## src/rtl/branch_predictor.sv

```systemverilog
// Dynamic branch predictor: 8-entry direct-mapped table of valid/tag/target/2-bit counter.
// Lookup is combinational from PC_curr; decode-time resolutions allocate or train one entry per cycle.
module branch_predictor #(
  parameter int WIDTH = 16
) (
  input  logic             clk,
  input  logic             rst,
  input  logic             enable,
  input  logic [WIDTH-1:0] PC_curr,
  output logic             pred_hit,
  output logic             pred_taken,
  output logic [WIDTH-1:0] pred_target,
  input  logic             upd_valid,
  input  logic [WIDTH-1:0] PC_prev,
  input  logic             was_pred_taken,
  input  logic [WIDTH-1:0] was_pred_target,
  input  logic             actual_taken,
  input  logic [WIDTH-1:0] actual_target,
  output logic             mispredict
);

  localparam int ENTRIES = 8;
  localparam int IDX_W   = 3;
  localparam int TAG_W   = WIDTH - 4;

  localparam logic [1:0] CTR_SNT = 2'b00;
  localparam logic [1:0] CTR_WNT = 2'b01;
  localparam logic [1:0] CTR_WT  = 2'b10;
  localparam logic [1:0] CTR_ST  = 2'b11;

  // Saturating 2-bit counter step; MSB is the predicted direction.
  function automatic logic [1:0] ctr_train(input logic [1:0] ctr, input logic taken);
    logic [1:0] nxt;
    if (taken) begin
      nxt = (ctr == CTR_ST) ? CTR_ST : ctr + 2'd1;
    end else begin
      nxt = (ctr == CTR_SNT) ? CTR_SNT : ctr - 2'd1;
    end
    return nxt;
  endfunction

  logic             valid_q  [ENTRIES];
  logic [TAG_W-1:0] tag_q    [ENTRIES];
  logic [WIDTH-1:0] target_q [ENTRIES];
  logic [1:0]       ctr_q    [ENTRIES];

  logic             valid_d  [ENTRIES];
  logic [TAG_W-1:0] tag_d    [ENTRIES];
  logic [WIDTH-1:0] target_d [ENTRIES];
  logic [1:0]       ctr_d    [ENTRIES];

  logic [IDX_W-1:0] rd_idx;
  logic [TAG_W-1:0] rd_tag;
  logic [IDX_W-1:0] wr_idx;
  logic [TAG_W-1:0] wr_tag;
  logic             wr_en;
  logic             wr_hit;
  logic             unused_pc_lsb;

  // Bit 0 of a PC never selects an entry (instructions are halfword aligned).
  assign unused_pc_lsb = PC_curr[0] ^ PC_prev[0];

  // ---------------------------------------------------------------- lookup
  assign rd_idx = PC_curr[IDX_W:1];
  assign rd_tag = PC_curr[WIDTH-1:4];

  always_comb begin
    pred_hit    = valid_q[rd_idx] && (tag_q[rd_idx] == rd_tag);
    pred_taken  = pred_hit && ctr_q[rd_idx][1];
    pred_target = pred_hit ? target_q[rd_idx] : '0;
  end

  // ------------------------------------------------------------ mispredict
  // A flush is needed on a wrong direction, or on a correct taken guess to the wrong place.
  assign mispredict = upd_valid &&
                      ((actual_taken != was_pred_taken) ||
                       (actual_taken && was_pred_taken && (actual_target != was_pred_target)));

  // ---------------------------------------------------------------- update
  assign wr_idx = PC_prev[IDX_W:1];
  assign wr_tag = PC_prev[WIDTH-1:4];
  assign wr_en  = upd_valid && enable;
  assign wr_hit = valid_q[wr_idx] && (tag_q[wr_idx] == wr_tag);

  always_comb begin
    for (int i = 0; i < ENTRIES; i++) begin
      valid_d[i]  = valid_q[i];
      tag_d[i]    = tag_q[i];
      target_d[i] = target_q[i];
      ctr_d[i]    = ctr_q[i];
    end
    if (wr_en) begin
      if (wr_hit) begin
        ctr_d[wr_idx] = ctr_train(ctr_q[wr_idx], actual_taken);
        if (actual_taken) begin
          target_d[wr_idx] = actual_target;
        end
      end else begin
        // Allocation evicts whatever aliased into this slot and starts weak.
        valid_d[wr_idx]  = 1'b1;
        tag_d[wr_idx]    = wr_tag;
        target_d[wr_idx] = actual_target;
        ctr_d[wr_idx]    = actual_taken ? CTR_WT : CTR_WNT;
      end
    end
  end

  always_ff @(posedge clk or posedge rst) begin
    if (rst) begin
      for (int i = 0; i < ENTRIES; i++) begin
        valid_q[i]  <= 1'b0;
        tag_q[i]    <= '0;
        target_q[i] <= '0;
        ctr_q[i]    <= CTR_WNT;
      end
    end else begin
      for (int i = 0; i < ENTRIES; i++) begin
        valid_q[i]  <= valid_d[i];
        tag_q[i]    <= tag_d[i];
        target_q[i] <= target_d[i];
        ctr_q[i]    <= ctr_d[i];
      end
    end
  end

endmodule
```

## config.mk

```make
export PLATFORM = sky130hd
export DESIGN_NAME = branch_predictor
export DESIGN_NICKNAME = d
export VERILOG_FILES = /design/src/rtl/branch_predictor.sv
export SDC_FILE = /design/constraint.sdc
export NUM_CORES = 1
export LEC_CHECK = 0
export ABC_CLOCK_PERIOD_IN_PS = 9950
export BUFFER_PORTS_ARGS = -buffer_cell sky130_fd_sc_hd__buf_2
export CAP_MARGIN = 20
export CORE_MARGIN = 5
export CORE_UTILIZATION = 35
export CTS_CLUSTER_SIZE = 12
export DETAILED_ROUTE_END_ITERATION = 8
export GPL_TIMING_DRIVEN = 0
export SLEW_MARGIN = 10
export SYNTH_ARGS = -nofsm -noshare
export SYNTH_HDL_FRONTEND = slang
export SYNTH_SLANG_ARGS = --single-unit
```

## constraint.sdc

```tcl
create_clock -name clk -period 9.95 [get_ports clk]
set_clock_uncertainty 0.05 [all_clocks]
set_input_delay 0.4975 -clock clk [delete_from_list [all_inputs] [get_ports clk]]
set_output_delay 0.4975 -clock clk [all_outputs]
set_load 0.05 [all_outputs]
```

==> results of run 1 <==
==> state kept, by name, indices dropped and copies added, names as in the netlist <==
register / count
tag_q: 96
valid_q: 8
ctr_q: 16
target_q: 128
==> power by group through the flow <==
stage	registers [uW]	clock network, uW	logic [uW]
2_1_floorplan	1350	0	649
3_3_place_gp	1410	0	797
3_5_place_dp	1420	0	823
4_1_cts	1410	1060	827
5_1_grt	1440	1100	909
6_report	1420	1050	834
==> synthesized netlist by cell type (2+ instances only) <==
library cell	n	area, um^2
sky130_fd_sc_hd__a31oi_1	146	913.4
sky130_fd_sc_hd__nor3_1	3	15.01
sky130_fd_sc_hd__a22oi_1	10	75.07
sky130_fd_sc_hd__o21bai_1	2	15.01
sky130_fd_sc_hd__nand2_1	157	589.3
sky130_fd_sc_hd__and3_1	2	12.51
sky130_fd_sc_hd__mux4_2	70	1577
sky130_fd_sc_hd__nor2b_1	198	1239
sky130_fd_sc_hd__mux4_1	5	131.4
sky130_fd_sc_hd__xnor2_1	15	131.4
sky130_fd_sc_hd__dfrtp_1	240	6006
sky130_fd_sc_hd__buf_4	6	45.04
sky130_fd_sc_hd__buf_2	34	170.2
sky130_fd_sc_hd__xor2_1	22	192.7
sky130_fd_sc_hd__mux2i_1	54	540.5
sky130_fd_sc_hd__dfstp_2	8	210.2
sky130_fd_sc_hd__or2_2	8	50.05
sky130_fd_sc_hd__clkbuf_1	81	304.0
sky130_fd_sc_hd__o21ai_0	141	705.7
sky130_fd_sc_hd__and3b_1	3	26.28
sky130_fd_sc_hd__o211ai_1	9	67.56
sky130_fd_sc_hd__clkbuf_2	13	65.06
sky130_fd_sc_hd__nand3_1	5	25.02
sky130_fd_sc_hd__nand3b_1	3	22.52
sky130_fd_sc_hd__buf_6	10	112.6
sky130_fd_sc_hd__a21oi_1	12	60.06
sky130_fd_sc_hd__buf_1	16	60.06
sky130_fd_sc_hd__mux2_2	101	1137
sky130_fd_sc_hd__and2_1	67	419.2
sky130_fd_sc_hd__nand2b_1	2	12.51
sky130_fd_sc_hd__nand4_1	10	62.56
sky130_fd_sc_hd__a41o_1	8	80.08
sky130_fd_sc_hd__nor4_1	7	43.79
sky130_fd_sc_hd__nor2_1	53	198.9
sky130_fd_sc_hd__o221ai_1	3	26.28
sky130_fd_sc_hd__inv_1	4	15.01
==> metal layers <==
layer / part of all wire, % / track usage (%) / vias up / wire, um
met2: 46 / 32.83 / 572 / 24120
met5: 0.025 / 0 / - / 13
met4: 3.1 / 7.198 / 2 / 1653
met3: 7.9 / 3.776 / 98 / 4206
li1: - / - / 5698 / -
met1: 43 / 30.88 / 6656 / 22980
==> stage by stage <==
stage | worst slack, ns | setup TNS, ns | util (%)
after floorplan | 2.601 | 0 | -
after global placement | -0.7477 | -171.74 | 37.47
after detailed placement | 4.926 | 0 | 37.63
after CTS | 4.947 | 0 | 39.72
after global routing | 4.660 | 0 | 39.72
final | 4.916 | 0 | 39.72
==> what timing repair did <==
item,4_1_cts,5_1_grt
hold buffers,1,0
endpoints found under the setup margin,0,0
endpoints found under the hold margin,50,0
resized for setup,0,0
==> kinds of logic after synthesis <==
logic type      after synthesis
mux                         230
xor+xnor                     37
flops                       248
fa+ha+maj                     1
compound gates              338
buf+inv                     165
simple gates                521
==> final cells by class <==
| class | instances | area (um^2) | area share [%] |
|---|---|---|---|
| timing repair buffer | 59 | 345.3 | 1.975 |
| multi-input combinational | 1127 | 8492 | 48.55 |
| sequential | 248 | 6216 | 35.54 |
| clock buffer | 44 | 862.1 | 4.929 |
| inverter | 5 | 26.28 | 0.1502 |
| tap | 592 | 740.7 | 4.235 |
| clock inverter | 5 | 50.05 | 0.2862 |
| buffer | 160 | 757.0 | 4.328 |
==> path summary, 6_finish.rpt <==
path                            slack [ns]                    from                   endpoint
max in group asynchronous             8.04                     rst    target_q[7]$_DFFE_PP0P_
min in group asynchronous             0.44                     rst      tag_q[91]$_DFFE_PP0P_
worst max-delay path                  4.92              PC_curr[1]             pred_target[2]
worst max register to register        6.51   tag_q[61]$_DFFE_PP0P_  target_q[105]$_DFFE_PP0P_
worst min-delay path                  0.25             PC_prev[14]      tag_q[10]$_DFFE_PP0P_
worst min register to register        0.46  valid_q[7]$_DFFE_PP0P_     valid_q[7]$_DFFE_PP0P_
==> tab_implementation.tex, run 1 <==
\begin{tabular}{lr}
\hline
Metric & Value \\
\hline
\multicolumn{2}{l}{\textbf{Outcome}} \\
\quad Outcome & completed \\
\multicolumn{2}{l}{\textbf{Route}} \\
\quad Vias per inst & 5.815 \\
\quad Detailed Route Iter0 Violations & 1441 \\
\quad Wirelength, routed & 52.97 mm \\
\quad DR DRC count & 0 \\
\quad Detailed-routing iteration count for the pre-antenna-repair pass & 6 \\
\quad DRT antenna net count & 0 \\
\quad Number of vias after detailed routing & 13030 \\
\quad Wire per inst & 23.65 um \\
\multicolumn{2}{l}{\textbf{Floorplanning}} \\
\quad Num rows & 77 \\
\quad Io pins & 89 \\
\quad Floorplan die area & 48530 um\^{}2 \\
\quad Floorplan core area & 44030 um\^{}2 \\
\quad Die outline width & 220.3 um \\
\quad Y dimension of the die & 220.3 um \\
\quad Starting density of the core & 35.16\% \\
\multicolumn{2}{l}{\textbf{Clock network}} \\
\quad Master cell of the clock root buffer & sky130\_fd\_sc\_hd\_\_clkbuf\_16 \\
\quad Post-CTS Setup Repair Bufs & 0 \\
\quad Level count of the clock H-tree & 1 \\
\quad CTS tree & done \\
\quad Max Root-Sink Buffers & 3 \\
\quad Clock insertion delay at the later pin of the skew report & 0.56 ns \\
\quad Num Clock Sinks & 248 \\
\quad Clock-pin slew on the worst setup and hold paths & 0.06 ns \\
\quad TritonCTS Buffers & 28 \\
\multicolumn{2}{l}{\textbf{STA}} \\
\quad Min Clock Period, post-route & 5.034 ns \\
\quad Number of pins exceeding their max-slew limit in the final report & 0 \\
\quad Setup-violating endpoint count in the final report & 0 \\
\quad Setup repair after global routing missed its margin & false \\
\quad Final cycle utilization of the critical path & 50.59\% \\
\quad Endpoints failing hold & 0 \\
\quad Max-Slew Margin vs Limit & 32.98\% \\
\quad Final hold slack & 0.2530 ns \\
\quad Top achievable clock speed & 198.7 MHz \\
\quad Slew at the pin closest to its max-slew limit & 1.005 ns \\
\multicolumn{2}{l}{\textbf{Cells and area}} \\
\quad Most frequent standard cell in the layout excluding fill and tap cells & sky130\_fd\_sc\_hd\_\_dfrtp\_1 \\
\quad Nets & 1700 \\
\quad Final cell count without fillers & 2240 \\
\quad Most frequent cells in the layout & sky130\_fd\_sc\_hd\_\_dfrtp\_1, sky130\_fd\_sc\_hd\_\_nor2b\_1, sky130\_fd\_sc\_hd\_\_nand2\_1 \\
\quad Final std cell area, no fill & 17490 um\^{}2 \\
\quad Fill cell instance count of the final layout & 4258 \\
\quad Area growth syn-to-layout & 12.99\% \\
\quad Number of antenna cells inserted & 0 \\
\quad Fraction of layout instances using a drive strength above 1 & 21.54\% \\
\multicolumn{2}{l}{\textbf{Yosys}} \\
\quad EDFF count, synth & 0 \\
\quad Synth Area in Adders & 0.08083\% \\
\quad Area of the mapped netlist & 15480 um\^{}2 \\
\quad Number of nets produced by synthesis & 1611 \\
\quad Main synth FF type & sky130\_fd\_sc\_hd\_\_dfrtp\_1 \\
\quad Area fraction in compound gates after synthesis & 12.96\% \\
\quad Yosys warnings & 0 \\
\quad Area share of xor/xnor cells in the synthesized design & 2.094\% \\
\quad Combinational family with the most area after synthesis & multiplexers \\
\quad Post-Synth Simple-Gate Area & 17.82\% \\
\quad Post-synthesis async set-or-reset flop share & 100.0\% \\
\quad Synth Instances & 1540 \\
\quad Synth unique cells & 48 \\
\quad Number of storage elements in the synthesis netlist & 248 \\
\quad Proportion of synthesized area in mux cells & 21.87\% \\
\quad Seq/Total Area, Yosys & 40.16\% \\
\quad Synthesized area per cell & 10.05 um\^{}2 \\
\multicolumn{2}{l}{\textbf{Pwr}} \\
\quad Static leakage power & 0.007085 uW \\
\quad Net Sw Frac & 30.67\% \\
\quad P\_sw & 1014 uW \\
\quad Total design power & 3307 uW \\
\quad Relative contribution of the clock network to total power & 31.9\% \\
\quad Combinational Power Share & 25.2\% \\
\quad Areal power density over the cells & 189.1 nW/um\^{}2 \\
\quad Internal power consumption & 2293 uW \\
\quad Sequential group share of total power & 42.9\% \\
\quad VDD IR max & 0.1118 mV \\
\multicolumn{2}{l}{\textbf{Worst hold path}} \\
\quad Hold Path Class & in2reg \\
\quad Worst hold stages & 2 \\
\multicolumn{2}{l}{\textbf{Worst setup path}} \\
\quad Slowest cell delay on critical path & 0.68 ns \\
\quad Depth of the worst register-to-register path & 10 \\
\quad Crit Path Category & in2out \\
\quad CP Data Arrival Time & 4.49 ns \\
\quad Largest fanout on the critical path & 10 \\
\quad Number of stages on the worst setup path & 10 \\
\quad Worst path cell trace & buf\_2 -> buf\_2 -> clkbuf\_1 -> mux4\_2 -> mux2i\_1 -> xnor2\_1 -> nor4\_1 -> nand4\_1 -> nor2\_1 -> buf\_2 \\
\quad Standard cell with the maximum stage delay on the critical path & sky130\_fd\_sc\_hd\_\_clkbuf\_1 \\
\quad Most numerous cell on the critical path & sky130\_fd\_sc\_hd\_\_buf\_2 \\
\quad Worst Path Buf+Inv & 4 \\
\quad Endpoint class of the critical path & output pin \\
\quad Worst path required time & 9.40 ns \\
\quad Startpoint type of the worst setup path & input pin \\
\quad Delay-heaviest family, CP & buffers and inverters \\
\multicolumn{2}{l}{\textbf{Global routing}} \\
\quad Number of global-route vias before repair & 12590 \\
\quad Antenna violations before repair & 2 \\
\quad Wire length of the first global-routing pass & 80.36 mm \\
\quad All-layer global routing usage & 21.43\% \\
\quad Pin count of the biggest net entering global routing & 108 \\
\quad GR Overflow Total & 0 \\
\multicolumn{2}{l}{\textbf{Place}} \\
\quad Number of port buffers & 56 \\
\quad Post-DP HPWL & 36.92 mm \\
\quad Placed Area & 16570 um\^{}2 \\
\quad Placed cells & 2190 \\
\quad Routability Congestion & 0.8984 \\
\multicolumn{2}{l}{\textbf{Job}} \\
\quad Max-capacitance violation count & 0 \\
\hline
\end{tabular}
Note: power is estimated with default switching activity, not from simulation.
==> run 2: changes to the inputs <==
- ABC_CLOCK_PERIOD_IN_PS: 9950 -> 4400
- clock period: 9.95 -> 4.4 ns (I/O delays scaled with it)
==> run 2 against run 1 <==
Against the previous run:
- clock-buffer cell count grew 4
- critical path type unchanged
- first-iteration DRC count grew 0.14%
- critical endpoint is now pred_target[12]
- routed wire length grew 0.39%
- largest power group unchanged
==> tab_implementation.tex, run 2 (same netlist as run 1, synthesis figures left out) <==
\begin{tabular}{lr}
\hline
Metric & Value \\
\hline
\multicolumn{2}{l}{\textbf{Outcome}} \\
\quad Outcome & completed (unchanged) \\
\multicolumn{2}{l}{\textbf{STA}} \\
\quad Setup repair after global routing missed its margin & false (unchanged) \\
\quad Top achievable clock speed & 244.7 MHz \\
\quad Endpoints failing hold & 0 (unchanged) \\
\quad Setup-violating endpoint count in the final report & 0 (unchanged) \\
\quad Post-Route Setup TNS & 0 ns (unchanged) \\
\quad Max-Slew Margin vs Limit & 33.42\% (was 32.98\%) \\
\quad Min Clock Period, post-route & 4.087 ns \\
\quad Final cycle utilization of the critical path & 92.89\% \\
\quad Slew at the pin closest to its max-slew limit & 0.9987 ns (was 1.005 ns) \\
\quad Number of pins exceeding their max-slew limit in the final report & 0 (unchanged) \\
\multicolumn{2}{l}{\textbf{Pwr}} \\
\quad VDD IR max & 0.2722 mV (was 0.1118 mV) \\
\quad Static leakage power & 0.007137 uW (was 0.007085 uW) \\
\quad Areal power density over the cells & 423.7 nW/um\^{}2 (was 189.1 nW/um\^{}2) \\
\quad Total design power & 7466 uW (was 3307 uW) \\
\multicolumn{2}{l}{\textbf{Worst hold path}} \\
\quad Worst hold stages & 3 (was 2) \\
\quad Hold Path Class & in2reg (unchanged) \\
\multicolumn{2}{l}{\textbf{Cells and area}} \\
\quad Final cell count without fillers & 2254 (was 2240) \\
\quad Fraction of layout instances using a drive strength above 1 & 21.66\% (was 21.54\%) \\
\quad Most frequent standard cell in the layout excluding fill and tap cells & sky130\_fd\_sc\_hd\_\_dfrtp\_1 (unchanged) \\
\quad Area growth syn-to-layout & 13.82\% (was 12.99\%) \\
\quad Most frequent cells in the layout & sky130\_fd\_sc\_hd\_\_dfrtp\_1, sky130\_fd\_sc\_hd\_\_nor2b\_1, sky130\_fd\_sc\_hd\_\_nand2\_1 (unchanged) \\
\quad Final std cell area, no fill & 17620 um\^{}2 (was 17490 um\^{}2) \\
\quad Register with the most flip-flops & target\_q (unchanged) \\
\quad Flip-flop count of the largest register after layout & 128 (unchanged) \\
\quad Nets & 1711 (was 1700) \\
\quad Number of antenna cells inserted & 0 (unchanged) \\
\quad Fill cell instance count of the final layout & 4261 (was 4258) \\
\quad Largest registers & target\_q (128), tag\_q (96), ctr\_q (16) (unchanged) \\
\multicolumn{2}{l}{\textbf{Place}} \\
\quad Post-DP HPWL & 37.43 mm (was 36.92 mm) \\
\quad Placed cells & 2195 (was 2190) \\
\quad Number of port buffers & 56 (unchanged) \\
\quad Placed Area & 16660 um\^{}2 (was 16570 um\^{}2) \\
\quad Routability Congestion & 0.9085 (was 0.8984) \\
\multicolumn{2}{l}{\textbf{Floorplanning}} \\
\quad Num rows & 77 (unchanged) \\
\quad Y dimension of the die & 220.3 um (unchanged) \\
\quad Starting density of the core & 35.16\% (unchanged) \\
\quad Floorplan die area & 48530 um\^{}2 (unchanged) \\
\quad Io pins & 89 (unchanged) \\
\quad Die outline width & 220.3 um (unchanged) \\
\quad Floorplan core area & 44030 um\^{}2 (unchanged) \\
\multicolumn{2}{l}{\textbf{Job}} \\
\quad Max-capacitance violation count & 0 (unchanged) \\
\multicolumn{2}{l}{\textbf{Worst setup path}} \\
\quad Depth of the worst register-to-register path & 10 (unchanged) \\
\quad Endpoint class of the critical path & output pin (unchanged) \\
\quad Worst path required time & 4.13 ns (was 9.40 ns) \\
\quad Crit Path Category & in2out (unchanged) \\
\quad CP Data Arrival Time & 3.82 ns (was 4.49 ns) \\
\quad Startpoint type of the worst setup path & input pin (unchanged) \\
\quad Largest fanout on the critical path & 10 (unchanged) \\
\multicolumn{2}{l}{\textbf{Global routing}} \\
\quad All-layer global routing usage & 21.57\% (was 21.43\%) \\
\quad Wire length of the first global-routing pass & 80.99 mm (was 80.36 mm) \\
\quad Pin count of the biggest net entering global routing & 38 (was 108) \\
\quad Number of global-route vias before repair & 12860 (was 12590) \\
\quad Antenna violations before repair & 3 (was 2) \\
\quad GR Overflow Total & 0 (unchanged) \\
\multicolumn{2}{l}{\textbf{Clock network}} \\
\quad Max Root-Sink Buffers & 3 (unchanged) \\
\quad Num Clock Sinks & 248 (unchanged) \\
\quad Level count of the clock H-tree & 1 (unchanged) \\
\quad Clock-pin slew on the worst setup and hold paths & 0.06 ns (about the same) \\
\quad Post-cts gate resize count & 0 (unchanged) \\
\quad TritonCTS Buffers & 29 (was 28) \\
\quad CTS tree & done (unchanged) \\
\quad Clock insertion delay at the later pin of the skew report & 0.57 ns (was 0.56 ns) \\
\quad Master cell of the clock root buffer & sky130\_fd\_sc\_hd\_\_clkbuf\_16 (unchanged) \\
\multicolumn{2}{l}{\textbf{Route}} \\
\quad Wire per inst & 23.59 um (was 23.65 um) \\
\quad Wirelength, routed & 53.18 mm (was 52.97 mm) \\
\quad Vias per inst & 5.769 (was 5.815) \\
\quad DR DRC count & 0 (unchanged) \\
\quad Detailed Route Iter0 Violations & 1443 (was 1441) \\
\quad Detailed-routing iteration count for the pre-antenna-repair pass & 5 (was 6) \\
\quad Number of vias after detailed routing & 13000 (was 13030) \\
\quad DRT antenna net count & 0 (unchanged) \\
\hline
\end{tabular}
## run 2: changes by cell type in the layout (fill, tap and decap cells not counted), sizes merged
cell         previous run  this run
dlygate4sd3             1         4
clkbuf                138       142
inv                     4         3
buf                   124       131
clkinvlp                0         1
## run 2: worst paths after layout
path,from,end,slack (ns)
max,PC_curr[1],pred_target[12],0.31
max reg2reg,tag_q[61]$_DFFE_PP0P_,target_q[109]$_DFFE_PP0P_,1.00
min,actual_target[15],target_q[15]$_DFFE_PP0P_,0.05
min reg2reg,valid_q[6]$_DFFE_PP0P_,valid_q[6]$_DFFE_PP0P_,0.45
min in group asynchronous,rst,tag_q[7]$_DFFE_PP0P_,0.34
max in group asynchronous,rst,ctr_q[6]$_DFFE_PP1P_,2.55
## run 2: per-layer routing
metal | track usage [%] | share of wire [%] | vias up
li1 | - | - | 5727
met1 | 29.97 | 42 | 6625
met2 | 33.78 | 46 | 543
met3 | 4.830 | 8.5 | 105
met4 | 6.823 | 3.2 | 4
met5 | 0 | 0.039 | -
## run 2: repair_timing
action                                  CTS  global route
endpoints found under the setup margin   14             0
hold endpoints to repair                 57             0
buffers inserted                          2             0
hold buffers                              4             0
## run 2: critical path, stage by stage
cell and delay, ns:
sky130_fd_sc_hd__buf_2 0.26, sky130_fd_sc_hd__buf_2 0.45, sky130_fd_sc_hd__clkbuf_1 0.66, sky130_fd_sc_hd__mux4_2 0.41, sky130_fd_sc_hd__mux2i_1 0.20, sky130_fd_sc_hd__xnor2_1 0.12
sky130_fd_sc_hd__nor4_1 0.44, sky130_fd_sc_hd__nand4_1 0.14, sky130_fd_sc_hd__buf_4 0.24, sky130_fd_sc_hd__clkbuf_1 0.22, sky130_fd_sc_hd__nor2_1 0.17, sky130_fd_sc_hd__buf_2 0.28
## run 2: layout make-up
cell class / instances / area (um^2) / share of cell area (%)
clock inverters: 5 / 50.05 / 0.2841
flip-flops and latches: 248 / 6216 / 35.28
clock buffers: 48 / 857.1 / 4.865
multi-input cells: 1127 / 8492 / 48.20
well taps: 592 / 740.7 / 4.204
repair buffers: 69 / 483.0 / 2.741
plain buffers: 160 / 757.0 / 4.297
inverters: 5 / 22.52 / 0.1278
## run 2: metrics by stage
stage / util (%) / hold WS [ns] / setup slack (ns)
after detailed placement: 37.83 / 0.3744 / -0.1791
final: 40.02 / 0.04917 / 0.3128
after global routing: 40.02 / 0.09694 / 0.1267
after global placement: 37.48 / 0.4254 / -0.8902
after CTS: 40.02 / 0.04808 / 0.3491
after floorplan: - / 0.3216 / 0.8768
## run 2: where the power goes
| group | total, uW | switching (uW) | internal [uW] |
|---|---|---|---|
| sequential | 3210 | 411 | 2800 |
| combinational | 1900 | 892 | 1010 |
| clock | 2360 | 983 | 1370 |
| total | 7470 | 2290 | 5180 |
